## config.mk

```make
export PLATFORM = sky130hd
export DESIGN_NAME = calc_result_display
export DESIGN_NICKNAME = d
export VERILOG_FILES = /design/src/rtl/calc_disp_pkg.sv /design/src/rtl/calc_result_display_bin2bcd_seq.sv /design/src/rtl/calc_result_display.sv
export SDC_FILE = /design/constraint.sdc
export NUM_CORES = 1
export LEC_CHECK = 0
export ABC_AREA = 1
export CORE_MARGIN = 4
export CORE_UTILIZATION = 59
export CTS_CLUSTER_DIAMETER = 80
export CTS_CLUSTER_SIZE = 30
export DETAILED_ROUTE_END_ITERATION = 8
export GPL_ROUTABILITY_DRIVEN = 0
export PLACE_DENSITY = 0.9
export SLEW_MARGIN = 20
export SYNTH_ARGS = -nofsm -noshare
export SYNTH_HDL_FRONTEND = slang
export SYNTH_SLANG_ARGS = --single-unit
```

## constraint.sdc

```tcl
create_clock -name clk -period 2 [get_ports clk]
set_clock_uncertainty 0.05 [all_clocks]
set_input_delay 0.5 -clock clk [delete_from_list [all_inputs] [get_ports clk]]
set_output_delay 0.5 -clock clk [all_outputs]
set_load 0.02 [all_outputs]
```

## src/rtl/calc_disp_pkg.sv

```systemverilog
// Shared constants for the calculator result display: active-low gfedcba segment codes,
// the conversion FSM state type and the BCD-digit to segment lookup.
package calc_disp_pkg;

    localparam logic [6:0] SEG_0     = 7'h40;
    localparam logic [6:0] SEG_1     = 7'h79;
    localparam logic [6:0] SEG_2     = 7'h24;
    localparam logic [6:0] SEG_3     = 7'h30;
    localparam logic [6:0] SEG_4     = 7'h19;
    localparam logic [6:0] SEG_5     = 7'h12;
    localparam logic [6:0] SEG_6     = 7'h02;
    localparam logic [6:0] SEG_7     = 7'h78;
    localparam logic [6:0] SEG_8     = 7'h00;
    localparam logic [6:0] SEG_9     = 7'h10;
    localparam logic [6:0] SEG_MINUS = 7'b0111111;
    localparam logic [6:0] SEG_BLANK = 7'h7F;

    typedef enum logic [1:0] {
        IDLE   = 2'd0,
        CONV   = 2'd1,
        UPDATE = 2'd2
    } state_t;

    function automatic logic [6:0] seg_of(input logic [3:0] bcd);
        logic [6:0] s;
        case (bcd)
            4'd0:    s = SEG_0;
            4'd1:    s = SEG_1;
            4'd2:    s = SEG_2;
            4'd3:    s = SEG_3;
            4'd4:    s = SEG_4;
            4'd5:    s = SEG_5;
            4'd6:    s = SEG_6;
            4'd7:    s = SEG_7;
            4'd8:    s = SEG_8;
            4'd9:    s = SEG_9;
            default: s = SEG_BLANK;
        endcase
        return s;
    endfunction

endpackage

```

## src/rtl/calc_result_display_bin2bcd_seq.sv

```systemverilog
// Sequential double-dabble: one add-3/shift step per clock, RES_W steps per conversion.
// o_done is high during the cycle whose closing edge performs the final shift.
module bin2bcd_seq #(
    parameter int RES_W = 9
) (
    input  logic             clk,
    input  logic             reset,
    input  logic             i_start,
    input  logic [RES_W-1:0] i_mag,
    output logic             o_busy,
    output logic             o_done,
    output logic [11:0]      o_bcd
);
    localparam int SR_W  = RES_W + 12;
    localparam int CNT_W = $clog2(RES_W + 1);

    logic [SR_W-1:0]  r_sr;
    logic [CNT_W-1:0] r_cnt;
    logic             r_busy;
    logic [SR_W-1:0]  w_adj;

    always_comb begin
        w_adj = r_sr;
        for (int k = 0; k < 3; k++) begin
            if (r_sr[RES_W+4*k +: 4] >= 4'd5)
                w_adj[RES_W+4*k +: 4] = r_sr[RES_W+4*k +: 4] + 4'd3;
        end
    end

    always_ff @(posedge clk) begin
        if (reset) begin
            r_sr   <= '0;
            r_cnt  <= '0;
            r_busy <= 1'b0;
        end else if (i_start && !r_busy) begin
            r_sr   <= {12'b0, i_mag};
            r_cnt  <= CNT_W'(RES_W);
            r_busy <= 1'b1;
        end else if (r_busy) begin
            r_sr  <= {w_adj[SR_W-2:0], 1'b0};
            r_cnt <= r_cnt - 1'b1;
            if (r_cnt == CNT_W'(1))
                r_busy <= 1'b0;
        end
    end

    assign o_busy = r_busy;
    assign o_done = r_busy && (r_cnt == CNT_W'(1));
    assign o_bcd  = r_sr[SR_W-1:RES_W];

endmodule

```

## src/rtl/calc_result_display.sv

```systemverilog
// Signed result to 4-digit multiplexed seven-segment display (sign + 3 BCD digits).
// Define LEADING_ZERO_BLANK_EN to blank leading zeros in the hundreds/tens positions.
module calc_result_display
    import calc_disp_pkg::*;
#(
    parameter int RES_W    = 9,
    parameter int SCAN_DIV = 50000
) (
    input  logic             clk,
    input  logic             reset,
    input  logic             res_valid,
    input  logic [RES_W-1:0] result,
    output logic             busy,
    output logic             done,
    output logic [6:0]       seg,
    output logic [3:0]       an
);
    localparam int CNT_W = $clog2(SCAN_DIV);

    state_t           r_state;
    logic             r_neg;
    logic             r_busy;
    logic             r_done;
    logic [3:0][6:0]  r_disp;
    logic [CNT_W-1:0] r_scan_cnt;
    logic [1:0]       r_scan_idx;
    logic [6:0]       r_seg;
    logic [3:0]       r_an;

    logic             w_start;
    logic [RES_W-1:0] w_mag;
    logic             w_bcd_busy;
    logic             w_bcd_done;
    logic [11:0]      w_bcd;
    logic [6:0]       w_seg_h;
    logic [6:0]       w_seg_t;
    logic [6:0]       w_seg_o;

    assign w_start = (r_state == IDLE) && res_valid;
    // -256 negates to itself in RES_W bits, which read unsigned is the wanted 256
    assign w_mag   = result[RES_W-1] ? (~result + RES_W'(1)) : result;

    bin2bcd_seq #(.RES_W(RES_W)) u_bin2bcd (
        .clk     (clk),
        .reset   (reset),
        .i_start (w_start),
        .i_mag   (w_mag),
        .o_busy  (w_bcd_busy),
        .o_done  (w_bcd_done),
        .o_bcd   (w_bcd)
    );

    always_comb begin
        w_seg_h = seg_of(w_bcd[11:8]);
        w_seg_t = seg_of(w_bcd[7:4]);
        w_seg_o = seg_of(w_bcd[3:0]);
`ifdef LEADING_ZERO_BLANK_EN
        if (w_bcd[11:8] == 4'd0) begin
            w_seg_h = SEG_BLANK;
            if (w_bcd[7:4] == 4'd0)
                w_seg_t = SEG_BLANK;
        end
`endif
    end

    always_ff @(posedge clk) begin
        if (reset) begin
            r_state <= IDLE;
            r_neg   <= 1'b0;
            r_busy  <= 1'b0;
            r_done  <= 1'b0;
            r_disp  <= {4{SEG_BLANK}};
        end else begin
            case (r_state)
                IDLE: begin
                    r_done <= 1'b0;
                    r_busy <= res_valid;
                    if (res_valid) begin
                        r_neg   <= result[RES_W-1];
                        r_state <= CONV;
                    end
                end
                CONV: begin
                    if (w_bcd_done)
                        r_state <= UPDATE;
                end
                UPDATE: begin
                    r_disp  <= {(r_neg ? SEG_MINUS : SEG_BLANK), w_seg_h, w_seg_t, w_seg_o};
                    r_done  <= 1'b1;
                    r_state <= IDLE;
                end
                default: r_state <= IDLE;
            endcase
        end
    end

    // Scanning is free-running so a conversion never disturbs the refresh rate
    always_ff @(posedge clk) begin
        if (reset) begin
            r_scan_cnt <= '0;
            r_scan_idx <= 2'd0;
            r_seg      <= SEG_BLANK;
            r_an       <= 4'hF;
        end else begin
            if (r_scan_cnt == CNT_W'(SCAN_DIV - 1)) begin
                r_scan_cnt <= '0;
                r_scan_idx <= r_scan_idx + 2'd1;
            end else begin
                r_scan_cnt <= r_scan_cnt + 1'b1;
            end
            r_an  <= ~(4'b0001 << r_scan_idx);
            r_seg <= r_disp[r_scan_idx];
        end
    end

    always_ff @(posedge clk) begin
        if (!reset && r_state == UPDATE)
            assert (w_bcd[11:8] <= 4'd9 && w_bcd[7:4] <= 4'd9 && w_bcd[3:0] <= 4'd9);
        if (!reset && r_state == CONV)
            assert (w_bcd_busy);
    end

    assign busy = r_busy;
    assign done = r_done;
    assign seg  = r_seg;
    assign an   = r_an;

endmodule

```

==> out/summary.txt <==
Multi-input gate area: 2070 sq um
IO Pins: 25
non-filler cells, final: 653
die area: 8250 sq um
first-pass GRT wire length: 14.9 mm
syn avg cell area: 7.43 sq um
Skew-Pair Late Insertion Delay: 360 ps
Initial Utilization: 62.3%
Slew HR: 66.0%
synthesized flop and latch total: 82
Pwr Density: 751 nW/um^2
Worst Path Buf+Inv: 1
largest cells by area after synthesis: dfxtp_1, nand2_1, ha_1
number of port buffers: 24
commonest non-fill, non-tap cell in the layout: nand2_1
die outline width: 90.8 microns
asr flop ratio synth: 0%
gr usage total: 21.7%
top-area cell type share of the netlist area: 40.5%
Post-CTS Setup Bufs: 0
worst slew pin tran: 510 ps
Setup CP Type: flop to output port
total power: 3.45 mW
cell taking the most area after synthesis: dfxtp_1
pre-CTS WS: 86.7 ps
worst path arrival time: 1310 ps
initial DRC count: 211
Min-Delay Path Class: flop to flop
kind of start point of the critical path: flop
GRT Residual Overflow: 0
Placed Cells: 638
most frequent cells in the layout: nand2_1, dfxtp_1, nor2_1
Clk pin slew, worst setup/hold paths: 90 ps
Period minus WS final: 1860 ps
Slew Viols, Final: 0
clk buf depth: 2
routed via count: 3744
fill cell count: 484
crit-path leading delay family: buffers and inverters
Finished Cell Area: 4590 sq um
Ant. Diodes: 0
Max IR drop VDD: 682 uV
syn_nets: 581
cell area after synthesis: 4050 sq um
Post-synth EDFFs: 0
Vias/cell: 5.73
fraction of layout cells with a size suffix above 1: 9.20%
Post-CTS Resized: 0
final setup fails: 0
initial antenna violation count: 0
H-tree Lvls: 3
Ys Warns: 0
final period utilization: 93.0%
Mapped Cells: 545
final hold violations: 0
sequential share of the synthesized area: 40.5%
Core Area: 6490 sq um
Num CTS Buffers: 9
CP max stage cell: clkdlybuf4s50_1
Die Ht: 90.8 microns
Area after DPL: 4370 sq um
vias in the first global route: 3505
CP endpoint kind: output port
drt first pass iters: 5
max_cap viols: 0
ys flop type: dfxtp_1
largest net degree at the start of global routing: 21
nets: 608
Leak: 1.80 nW
final wirelength: 8.87 mm
Post-Route Setup TNS: 0 ps
clock root buffer: clkbuf_8
post-synth cell types: 37
CP required: 1450 ps
FP Rows: 29
area grow syn2layout: 13.3%
Avg WL per Cell: 13.6 microns
placed wire-length estimate: 6.26 mm
Crit Path Max Fanout: 2
status: finished clean
cells along the critical path: clkdlybuf4s50_1
number of clock sinks: 82
Max Freq: 538 MHz
worst setup margin: 141 ps
RSZ-0062 raised after global routing: false
# DRC: 0
TritonCTS clock tree: built
CTS Hold Bufs: 0
CP peak stage delay: 610 ps
DRT antenna net count: 0
storage element area: 1640 sq um
## routing by layer
metal | GRT usage (%) | up-vias | wire length [microns]
met5 | 0 | - | 0
met1 | 26.3 | 1731 | 3910
li1 | - | 1872 | -
met3 | 3.75 | 20 | 427
met2 | 37.6 | 121 | 4340
met4 | 9.67 | 0 | 193
## logic make-up after synthesis
logic type      count (synthesis)  share of synthesized area [%]
compound gates                133                           18.4
buf+inv                        84                           8.25
flops                          82                           40.5
xor+xnor                       10                           2.16
fa+ha+maj                      24                           7.42
simple gates                  212                           23.2
## stage by stage
step | hold slack [ps] | utilization, %
3_5_place_dp | 385 | 67.3
3_3_place_gp | 380 | 67.3
5_1_grt | 431 | 70.6
4_1_cts | 398 | 70.6
6_report | 394 | 70.6
2_1_floorplan | 367 | -
## worst paths after layout
| kind | from | endpoint | slack [ps] | depth (start not counted) |
|---|---|---|---|---|
| setup / recovery | done | done | 140 | 1 |
| setup reg to reg | u_bin2bcd.r_sr[13] | u_bin2bcd.r_sr[14] | 350 | 7 |
| hold reg to reg | r_state[1] | r_state[1] | 390 | 1 |
| hold / removal | r_state[1] | r_state[1] | 390 | 1 |
## cells in the mapped netlist (2+ instances only)
library cell,instances
nand2_1,91
dfxtp_1,82
nor2_1,55
inv_1,52
a21oi_1,45
o21ai_0,43
nand3_1,32
ha_1,24
inv_2,14
o21ai_1,10
xor2_1,10
a31oi_1,9
buf_2,9
nand4_1,9
o211ai_1,7
o22ai_1,6
o311ai_0,6
nor3_1,5
clkbuf_1,4
nand2_2,4
a22oi_1,3
buf_1,3
nor2_2,3
or2_2,3
a211oi_1,2
nand3b_1,2
nor2_4,2
## cell type report
cell class | instances | area share (%)
multi-input cells | 379 | 45.2
flip-flops and latches | 82 | 35.8
repair buffers | 33 | 6.71
inverters | 67 | 5.48
clock buffers | 9 | 2.70
well taps | 77 | 2.10
clock inverters | 6 | 1.99
## sequential cells by signal, summed over array words and instances, names as in the netlist
name / cells
u_bin2bcd.r_cnt: 4
r_state: 2
u_bin2bcd.o_busy: 1
seg: 7
done: 1
r_neg: 1
u_bin2bcd.r_sr: 21
busy: 1
r_scan_idx: 2
r_scan_cnt: 16
an: 4
r_disp: 22
## power breakdown
part	switching (mW)	leakage [nW]	internal [mW]	total [mW]
clock network	0.619	0.110	0.703	1.32
logic	0.236	1.02	0.147	0.383
registers	0.0559	0.667	1.69	1.74
Note: power is estimated with default switching activity, not from simulation.
